<file path="src/rtl/vc_mux_n_sd_pipe.sv">
// N-input same-domain valid/ready mux with a single registered output stage.
// A domain change drains the held message, then spends one zeroed scrub cycle.
module vc_mux_n_sd_pipe #(
  parameter int p_nbits     = 32,
  parameter int p_ninputs   = 4,
  parameter int p_sel_nbits = 2
) (
  input  logic                           clk,
  input  logic                           reset,
  input  logic                           domain,
  input  logic [p_sel_nbits-1:0]         sel,
  input  logic [p_ninputs-1:0]           in_val,
  output logic [p_ninputs-1:0]           in_rdy,
  input  logic [p_ninputs*p_nbits-1:0]   in_msg,
  output logic                           out_val,
  input  logic                           out_rdy,
  output logic [p_nbits-1:0]             out_msg,
  output logic                           out_domain
);

  typedef enum logic [1:0] {
    EMPTY = 2'd0,
    FULL  = 2'd1,
    SCRUB = 2'd2
  } state_t;

  localparam logic [p_sel_nbits:0] NumInputs = (p_sel_nbits + 1)'(p_ninputs);

  state_t               state_q, state_d;
  logic                 dom_q, dom_d;
  logic [p_nbits-1:0]   msg_q, msg_d;

  logic                 match;
  logic                 sel_ok;
  logic                 take;
  logic                 sel_val;
  logic                 accept;
  logic [p_nbits-1:0]   sel_msg;

  assign match  = (domain == dom_q);
  assign sel_ok = ({1'b0, sel} < NumInputs);
  assign take   = match && ((state_q == EMPTY) || ((state_q == FULL) && out_rdy));

  // Only the selected, in-range channel is ever looked at.
  always_comb begin
    sel_val = 1'b0;
    sel_msg = '0;
    in_rdy  = '0;
    for (int unsigned i = 0; i < p_ninputs; i++) begin
      if (sel_ok && (sel == p_sel_nbits'(i))) begin
        sel_val   = in_val[i];
        sel_msg   = in_msg[i*p_nbits +: p_nbits];
        in_rdy[i] = take;
      end
    end
  end

  assign accept = sel_val && take;

  always_comb begin
    state_d = state_q;
    dom_d   = dom_q;
    msg_d   = msg_q;
    case (state_q)
      EMPTY: begin
        if (accept) begin
          msg_d   = sel_msg;
          state_d = FULL;
        end else if (!match) begin
          state_d = SCRUB;
        end
      end
      FULL: begin
        if (out_rdy) begin
          if (accept) begin
            msg_d = sel_msg;
          end else begin
            msg_d   = '0;
            state_d = match ? EMPTY : SCRUB;
          end
        end
      end
      SCRUB: begin
        msg_d   = '0;
        dom_d   = domain;
        state_d = EMPTY;
      end
      default: begin
        msg_d   = '0;
        state_d = EMPTY;
      end
    endcase
  end

  always_ff @(posedge clk or posedge reset) begin
    if (reset) begin
      state_q <= EMPTY;
      dom_q   <= 1'b0;
      msg_q   <= '0;
    end else begin
      state_q <= state_d;
      dom_q   <= dom_d;
      msg_q   <= msg_d;
    end
  end

  assign out_val    = (state_q == FULL);
  assign out_msg    = msg_q;
  assign out_domain = dom_q;

endmodule

</file>
<file path="config.mk">
export PLATFORM = sky130hd
export DESIGN_NAME = vc_mux_n_sd_pipe
export DESIGN_NICKNAME = d
export VERILOG_FILES = /design/src/rtl/vc_mux_n_sd_pipe.sv
export SDC_FILE = /design/constraint.sdc
export NUM_CORES = 1
export LEC_CHECK = 0
export CAP_MARGIN = 25
export CORE_AREA = 4 4 99 78
export DETAILED_ROUTE_END_ITERATION = 10
export DIE_AREA = 0 0 103 82
export PLACE_DENSITY = 0.79
export SLEW_MARGIN = 40
export SYNTH_ARGS = -nofsm -noshare
export SYNTH_HDL_FRONTEND = slang
export SYNTH_SLANG_ARGS = --single-unit
</file>
<file path="constraint.sdc">
create_clock -name clk -period 2.1 [get_ports clk]
set_input_delay 0.21 -clock clk [delete_from_list [all_inputs] [get_ports clk]]
set_output_delay 0.21 -clock clk [all_outputs]
set_load 0.02 [all_outputs]
</file>
### After elaboration in Yosys (flattened, before gate mapping)

Index checks and enable logic that the tools add are counted.

* register bits after elaboration: 35
* bits of input ports: 138
* output and inout port bits: 38
* word-level logic and storage cells: 43

* equality and inequality tests: 10
* multiplexer cells: 22
* reductions and logical operators: 8

Operator list (count)
* $mux 32: 7
* $pmux 32 s2: 1
* $mux 2: 5
* $mux 1: 8
* $eq 2x2->1 const B: 3
* $eq 2x1->1 const B: 2
* $logic_not 2->1: 2
* $ne 2x2->1 const B: 2
* $pmux 2 s2: 1
* $logic_and 1x1->1: 3
* $ne 3x3->1 const B: 1
* $reduce_and 3->1: 1
* $ne 2x1->1 const B: 1
* $reduce_and 2->1: 1
* $eq 1x1->1: 1
* $logic_or 1x1->1: 1

### Logic depth before layout (Yosys ltp)

Gate-level depths: netlist (run 1).

* depth in word-level cells: 9
* mapped depth: 6
* mapped depth without buffers: 3

### Least setup slack after synthesis (run 1)

Ideal clock, no wire load.

* path kind: input-to-reg
* start: input sel[0]
* end: register msg_q[0] (netlist: out_msg[0])
* setup time: 121 ps
* arrival: 1614 ps
* required time: 1979 ps
* slack: 365 ps
* stages on the path: 4
* buffers on the path: 2
* cells stage by stage: buf_6 -> dlygate4sd1_1 -> mux4_2 -> a22o_1

* cells in the longest elaborated chain, start to end: 9
* elaborated cells between the ends (all ways): 19
* classes of those cells: eq/ne (4); mux (12); reduce/logical (3)

RTL lines
* start, declared: RTL line 11 `input logic [p_sel_nbits-1:0] sel,`
* $logic_not 2->1: RTL line 50 `if (sel_ok && (sel == p_sel_nbits'(i))) begin`
* $mux 1 (4 in series): RTL line 50
* $logic_and 1x1->1: RTL line 58 `assign accept = sel_val && take;`
* $mux 32: RTL line 75 `if (accept) begin`
* $mux 32: RTL line 74 `if (out_rdy) begin`
* $pmux 32 s2: RTL line 64 `case (state_q)`
* end signal, assigned: RTL line 103 `msg_q <= msg_d;`
* end, declared: RTL line 31 `logic [p_nbits-1:0] msg_q, msg_d;`

Parallel ways exist; a longest one is shown, timed or not. The select of a mux whose other input is x is not followed.
A chain may end at the register's enable or synchronous reset.

### Final worst setup path (run 1)

* start: input domain
* end: output in_rdy[1]

* cells in the longest elaborated chain, start to end: 3

RTL lines
* start, declared: RTL line 10 `input logic domain,`
* $eq 1x1->1: RTL line 40 `assign match = (domain == dom_q);`
* $logic_and 1x1->1: RTL line 42 `assign take = match && ((state_q == EMPTY) || ((state_q == FULL) && out_rdy));`
* $mux 1: RTL line 50
* end, declared: RTL line 13 `output logic [p_ninputs-1:0] in_rdy,`

Every way passes these cells.

==> results of run 1 <==
==> cell families (layout without fill, tap and decap cells) <==
family | after synthesis | after routing
AO/OA/AOI/OAI | 36 | 36
flip-flops | 35 | 35
multiplexers | 33 | 33
buffers and inverters | 20 | 195
AND/OR/NAND/NOR | 10 | 10
XOR/XNOR | 1 | 1
==> report_power, final <==
group / internal (uW) / leakage, uW / switching, uW
combinational: 1220 / 0.00114 / 1040
sequential: 992 / 0.000466 / 199
clock: 299 / 0.0000515 / 217
total: 2510 / 0.00166 / 1450
==> sequential cells by signal, summed over array words and instances (netlist names) <==
| register | count |
|---|---|
| out_msg | 32 |
| state_q | 2 |
| out_domain | 1 |
==> worst max-delay path by stage <==
stage,startpoint,end,slack (ns)
floorplan,sel[0],out_msg[0],0.36
global placement,domain,in_rdy[3],0.06
detailed placement,domain,in_rdy[1],-0.002
CTS,out_domain,in_rdy[1],0.26
global route,out_domain,in_rdy[0],0.15
finish,domain,in_rdy[1],0.24
==> synthesized netlist by cell type <==
master         instances  area share [%]
buf_2                  4            0.93
nor2_1                 1            0.17
mux4_1                 5             6.1
and4b_1                1            0.46
dlygate4sd1_1          3             1.2
nor3_1                 4            0.93
nand2b_1               1            0.29
inv_1                  5            0.87
xnor2_1                1            0.40
a22o_1                32              13
a31o_2                 1            0.40
a21boi_0               1            0.35
and2_1                 1            0.29
dfrtp_1               35              40
nand3b_1               1            0.35
clkbuf_1               4            0.69
a21o_1                 1            0.35
mux4_2                28              29
nor3b_1                1            0.35
buf_6                  4             2.1
a311oi_4               1             1.2
==> metal layers <==
layer	up-vias	part of all wire (%)	GRT usage, %
li1	927	-	-
met1	957	35	19.23
met2	121	52	31.56
met3	10	12	6.621
met4	0	1.4	4.010
met5	-	0	0
==> metrics by stage <==
step,worst slack (ns),hold slack (ns),total power [uW],instances
2_1_floorplan,0.3648,0.3612,2347,135
3_3_place_gp,0.05825,0.4847,3428,386
3_5_place_dp,-0.001619,0.4903,3497,386
4_1_cts,0.2570,0.3420,4029,394
5_1_grt,0.1498,0.3825,4204,394
6_report,0.2410,0.3312,3965,394
==> final cells by class <==
cell class	count	share of cell area [%]
Tap cell	84	2.570
Inverter	5	0.4590
Timing Repair Buffer	182	44.68
Clock buffer	8	2.448
Multi-Input combinational cell	80	28.43
Sequential cell	35	21.42
==> worst min-delay path, stage by stage <==
cell,delay [ns]
clkdlybuf4s50_1,0.40
inv_1,0.05
buf_4,0.38
==> timing repair <==
action / CTS / global route
hold buffers: 0 / 0
endpoints found under the setup margin: 4 / 0
gates resized for setup: 4 / 0
==> results.yml, run 1 <==
power_and_ir_drop:
  vdd_ir_drop_max_mv: 0.5216
  p_per_area_nw_per_um2: 969.6
  power_leakage_uw: 0.001662
place:
  routabilityCongestion: 0.7487
  hpwl_mm: 6.011
  placedInstanceArea_um2: 3994
  port_buffers: 175
critical_path:
  timing.rr.end: "out_msg[4]"
  critPathLaunchType: "input port"
  r2r_start: "out_domain"
  reg2reg_slack_ns: 0.59
  worstPathRequired_ns: 1.89
  cp-end-kind: "output pin"
  cp_cell_sequence: "clkdlybuf4s50_1 -> xnor2_1 -> nand3b_1 -> nor3_1 -> dlygate4sd2_1"
  crit_type: "in2out"
  arrival_ns: 1.65
  path_depth: 5
  cpPeakStageDelay_ns: 0.45
  reg2regPathDepth: 5
  worst_path_dominant_cell_family: "buffers and inverters"
  worst-path-buf-inv: 2
  crit_path_max_fanout: 4
  cp_slowest_cell: "clkdlybuf4s50_1"
finish:
  multi_input_area_um2: 1162
  drive_gt1_share_pct: 14.84
  final_util_pct: 61.02
  nets: 447
  ff_latch_area_um2: 875.8
  nFillCells: 533
  syn2layout_area_growth_pct: 89.01
  fin_area_um2: 4089
  layout_commonest_cell: "clkdlybuf4s50_1"
  n_antenna_cell: 0
  layout_common_cells: "169 x clkdlybuf4s50_1, 35 x dfrtp_1, 32 x a22o_1, 28 x mux4_2, 7 x clkbuf_8"
logic_synthesis:
  ys_ff_latch: 35
  synth_compound_area_share_pct: 15.27
  synthAdderAreaFrac_pct: 0
  syn_area_per_cell_um2: 16.02
  synth_top_family_by_area: "multiplexers"
  synth.distinct_cells: 21
  yosysWarnings: 0
  synth_xor_xnor_area_share_pct: 0.4049
  postSynthCellCount: 135
  muxShareOfSynthArea_pct: 35.22
  yosys.area_share.simple_pct: 2.834
  synth-seq-area-share_pct: 40.49
  synthesis.area_um2: 2163
  syn_nets: 273
die:
  die_y_um: 82
  design.core.area_um2: 6701
  rows: 26
  pin_count: 176
  die_x_um: 103
  dieArea_um2: 8446
  initial_core_util_pct: 32.28
sta:
  min_period_over_period_pct: 88.53
  fin_tns_setup_ns: 0
  setup_viol: 0
  rsz0062_at_grt: "no"
  slew_headroom_pct: 70.98
  max_freq_mhz: 537.9
  worst_pin_slew_ns: 0.4352
  fin_skew_ns: 0.008879
  finalHoldViolCount: 0
  drv_slew: 0
  fin_crit_ns: 1.859
global_route:
  grt_antenna_before_repair: 0
  grt.overflow.total: 0
  grt_max_degree: 36
  grt_pass1_wl_mm: 11.03
  grt_pass1_vias: 2267
  grtUsageTotal_pct: 17.36
job:
  max_cap_viol_count: 0
clock_tree:
  cts_buffers: 5
  clockRootBuffer: "clkbuf_8"
  insertion_delay_ns: 0.28
  cts_setup_buffers: 0
  cts.sinks: 35
  clk_path_buf_depth: 2
  tritoncts: "done"
  cts_htree_levels: 2
  path_clk_slew_ns: 0.07
status:
  status: "finished, final reports clean"
routing:
  postRouteAntennaNets: 0
  viasPerCell: 5.114
  drt_iter0_drc: 25
  drt_pass1_iterations: 4
  wl_mm: 7.440
  drc_errors: 0
  wl_per_cell_um: 18.88
  vias: 2015
hold_path:
  hp-class: "in2async"
Power figures use the tool's default switching activity.
==> run 2, diff against run 1 <==
--- a/config.mk
+++ b/config.mk
@@ -9,8 +9,9 @@
 export CORE_AREA = 4 4 99 78
 export DETAILED_ROUTE_END_ITERATION = 10
 export DIE_AREA = 0 0 103 82
+export GPL_TIMING_DRIVEN = 0
 export PLACE_DENSITY = 0.79
-export SLEW_MARGIN = 40
+export SLEW_MARGIN = 20
 export SYNTH_ARGS = -nofsm -noshare
 export SYNTH_HDL_FRONTEND = slang
 export SYNTH_SLANG_ARGS = --single-unit
==> results.yml, run 2 (same netlist as run 1, synthesis figures left out) <==
status:
  status: "finished, final reports clean"
finish:
  layout_common_cells: "169 x clkdlybuf4s50_1, 35 x dfrtp_1, 32 x a22o_1, 28 x mux4_2"
  nets: 453
  multi_input_area_um2: 1181
  syn2layout_area_growth_pct: 88.90
  nFillCells: 570
  drive_gt1_share_pct: 14.33
  layout_commonest_cell: "clkdlybuf4s50_1"
  final_util_pct: 60.98
  n_antenna_cell: 0
  largest_register_ffs: 32
  ff_latch_area_um2: 875.8
clock_tree:
  path_clk_slew_ns: 0.06
  cts_buffers: 5
  tritoncts: "done"
  clockRootBuffer: "clkbuf_8"
  ctsHoldBuffers: 0
  cts_setup_buffers: 0
  cts_htree_levels: 2
  clk_path_buf_depth: 2
  insertion_delay_ns: 0.27
  cts.repair.resized: 5
  cts.sinks: 35
sta:
  fin_skew_ns: 0.001471
  drv_slew: 0
  slew_headroom_pct: 51.54
  fin_crit_ns: 2.043
  finalHoldWorstSlack_ns: 0.3770
  setup_viol: 0
  min_period_over_period_pct: 97.30
  max_freq_mhz: 489.4
  worst_pin_slew_ns: 0.7259
  fin_tns_setup_ns: 0
  finalHoldViolCount: 0
  rsz0062_at_grt: "no"
global_route:
  grtUsageTotal_pct: 17.64
  grt_pass1_vias: 2370
  grt_max_degree: 36
  grt_antenna_before_repair: 0
  grt_pass1_wl_mm: 11.21
  grt.overflow.total: 0
power_and_ir_drop:
  p_seq_share_pct: 30.9
  pwr-share-clk_pct: 11.1
  vdd_ir_drop_max_mv: 0.3878
  intPower_uw: 2446
  combPwrFrac_pct: 58.0
  power_leakage_uw: 0.001664
  switchingPower_uw: 1466
  p_per_area_nw_per_um2: 957.2
  switching_share_pct: 37.47
routing:
  wl_mm: 7.681
  dr.max_layer_used: "met4"
  drc_errors: 0
  wl_met3_um: 809
  vias: 2074
  drt_iter0_drc: 43
  drt-met1-wl_mm: 2.680
  wl_met2_mm: 4.099
  wl_per_cell_um: 19.30
  viasPerCell: 5.211
  drt_pass1_iterations: 4
  postRouteAntennaNets: 0
die:
  pin_count: 176
  die_x_um: 103
  die_y_um: 82
  rows: 26
  design.core.area_um2: 6701
  initial_core_util_pct: 32.28
  dieArea_um2: 8446
critical_path:
  cp_slowest_cell: "clkdlybuf4s50_1"
  cp_cell_sequence: "clkdlybuf4s50_1 -> xnor2_4 -> nand3b_1 -> nor3_1 -> dlygate4sd2_1"
  crit_path_max_fanout: 4
  critPathLaunchType: "input port"
  cp-end-kind: "output pin"
  reg2reg_slack_ns: 0.45
  worstPathRequired_ns: 1.89
  reg2regPathDepth: 5
  cpPeakStageDelay_ns: 0.51
  crit_type: "in2out"
  worst-path-buf-inv: 2
  arrival_ns: 1.83
  worst_path_dominant_cell_family: "buffers and inverters"
  path_depth: 5
hold_path:
  hp-class: "in2async"
job:
  max_cap_viol_count: 0
place:
  port_buffers: 173
  routabilityCongestion: 0.7259
  hpwl_mm: 6.421
run 2: changes by cell type in the layout (fill, tap and decap cells not counted), sizes merged:
cell | before | now
dlygate4sd1 | 0 | 3
clkbuf | 8 | 10
buf | 9 | 8
run 2: worst register-to-register path, stage by stage, from the launching register on:
cell and delay [ns]:
dfrtp_1 0.45, xnor2_4 0.23, and4b_1 0.21, clkbuf_1 0.24, buf_2 0.28, a22o_1 0.17
run 2: layout make-up:
type	count	area share (%)
Timing Repair Buffer	173	42.25
Multi-Input combinational cell	80	28.90
Sequential cell	35	21.43
Buffer	15	2.603
Tap cell	84	2.572
Clock buffer	6	1.776
Inverter	5	0.4593
run 2: path summary, 6_finish.rpt:
path,end,start
worst min-delay path,out_msg[17],reset
worst min register to register,out_msg[3],out_msg[3]
max in group asynchronous,out_msg[31],reset
worst max register to register,out_msg[25],out_domain
min in group clk,out_msg[6],sel[0]
worst max-delay path,in_rdy[2],domain
run 2: metrics by stage:
stage	total power [uW]	cell area, um^2	std cells	setup slack (ns)
after floorplan	2347	2163	135	0.3648
after global placement	3435	4000	392	-0.2142
after detailed placement	3497	4000	392	-0.3248
after CTS	3946	4075	398	0.07492
after global routing	4136	4086	398	0.01887
final	3912	4086	398	0.05674
run 2: power groups by stage:
| stage | registers, uW | clock network, uW | logic (uW) |
|---|---|---|---|
| final | 1210 | 434 | 2270 |
| after global routing | 1250 | 481 | 2410 |
| after detailed placement | 1200 | 0 | 2290 |
| after global placement | 1190 | 0 | 2250 |
| after floorplan | 1550 | 0 | 796 |
| after CTS | 1200 | 449 | 2290 |
run 2: routing by layer:
metal	vias to the layer above	track usage, %
met3	9	6.537
met1	1027	17.65
met4	0	4.269
met2	107	34.38
met5	-	0
li1	931	-
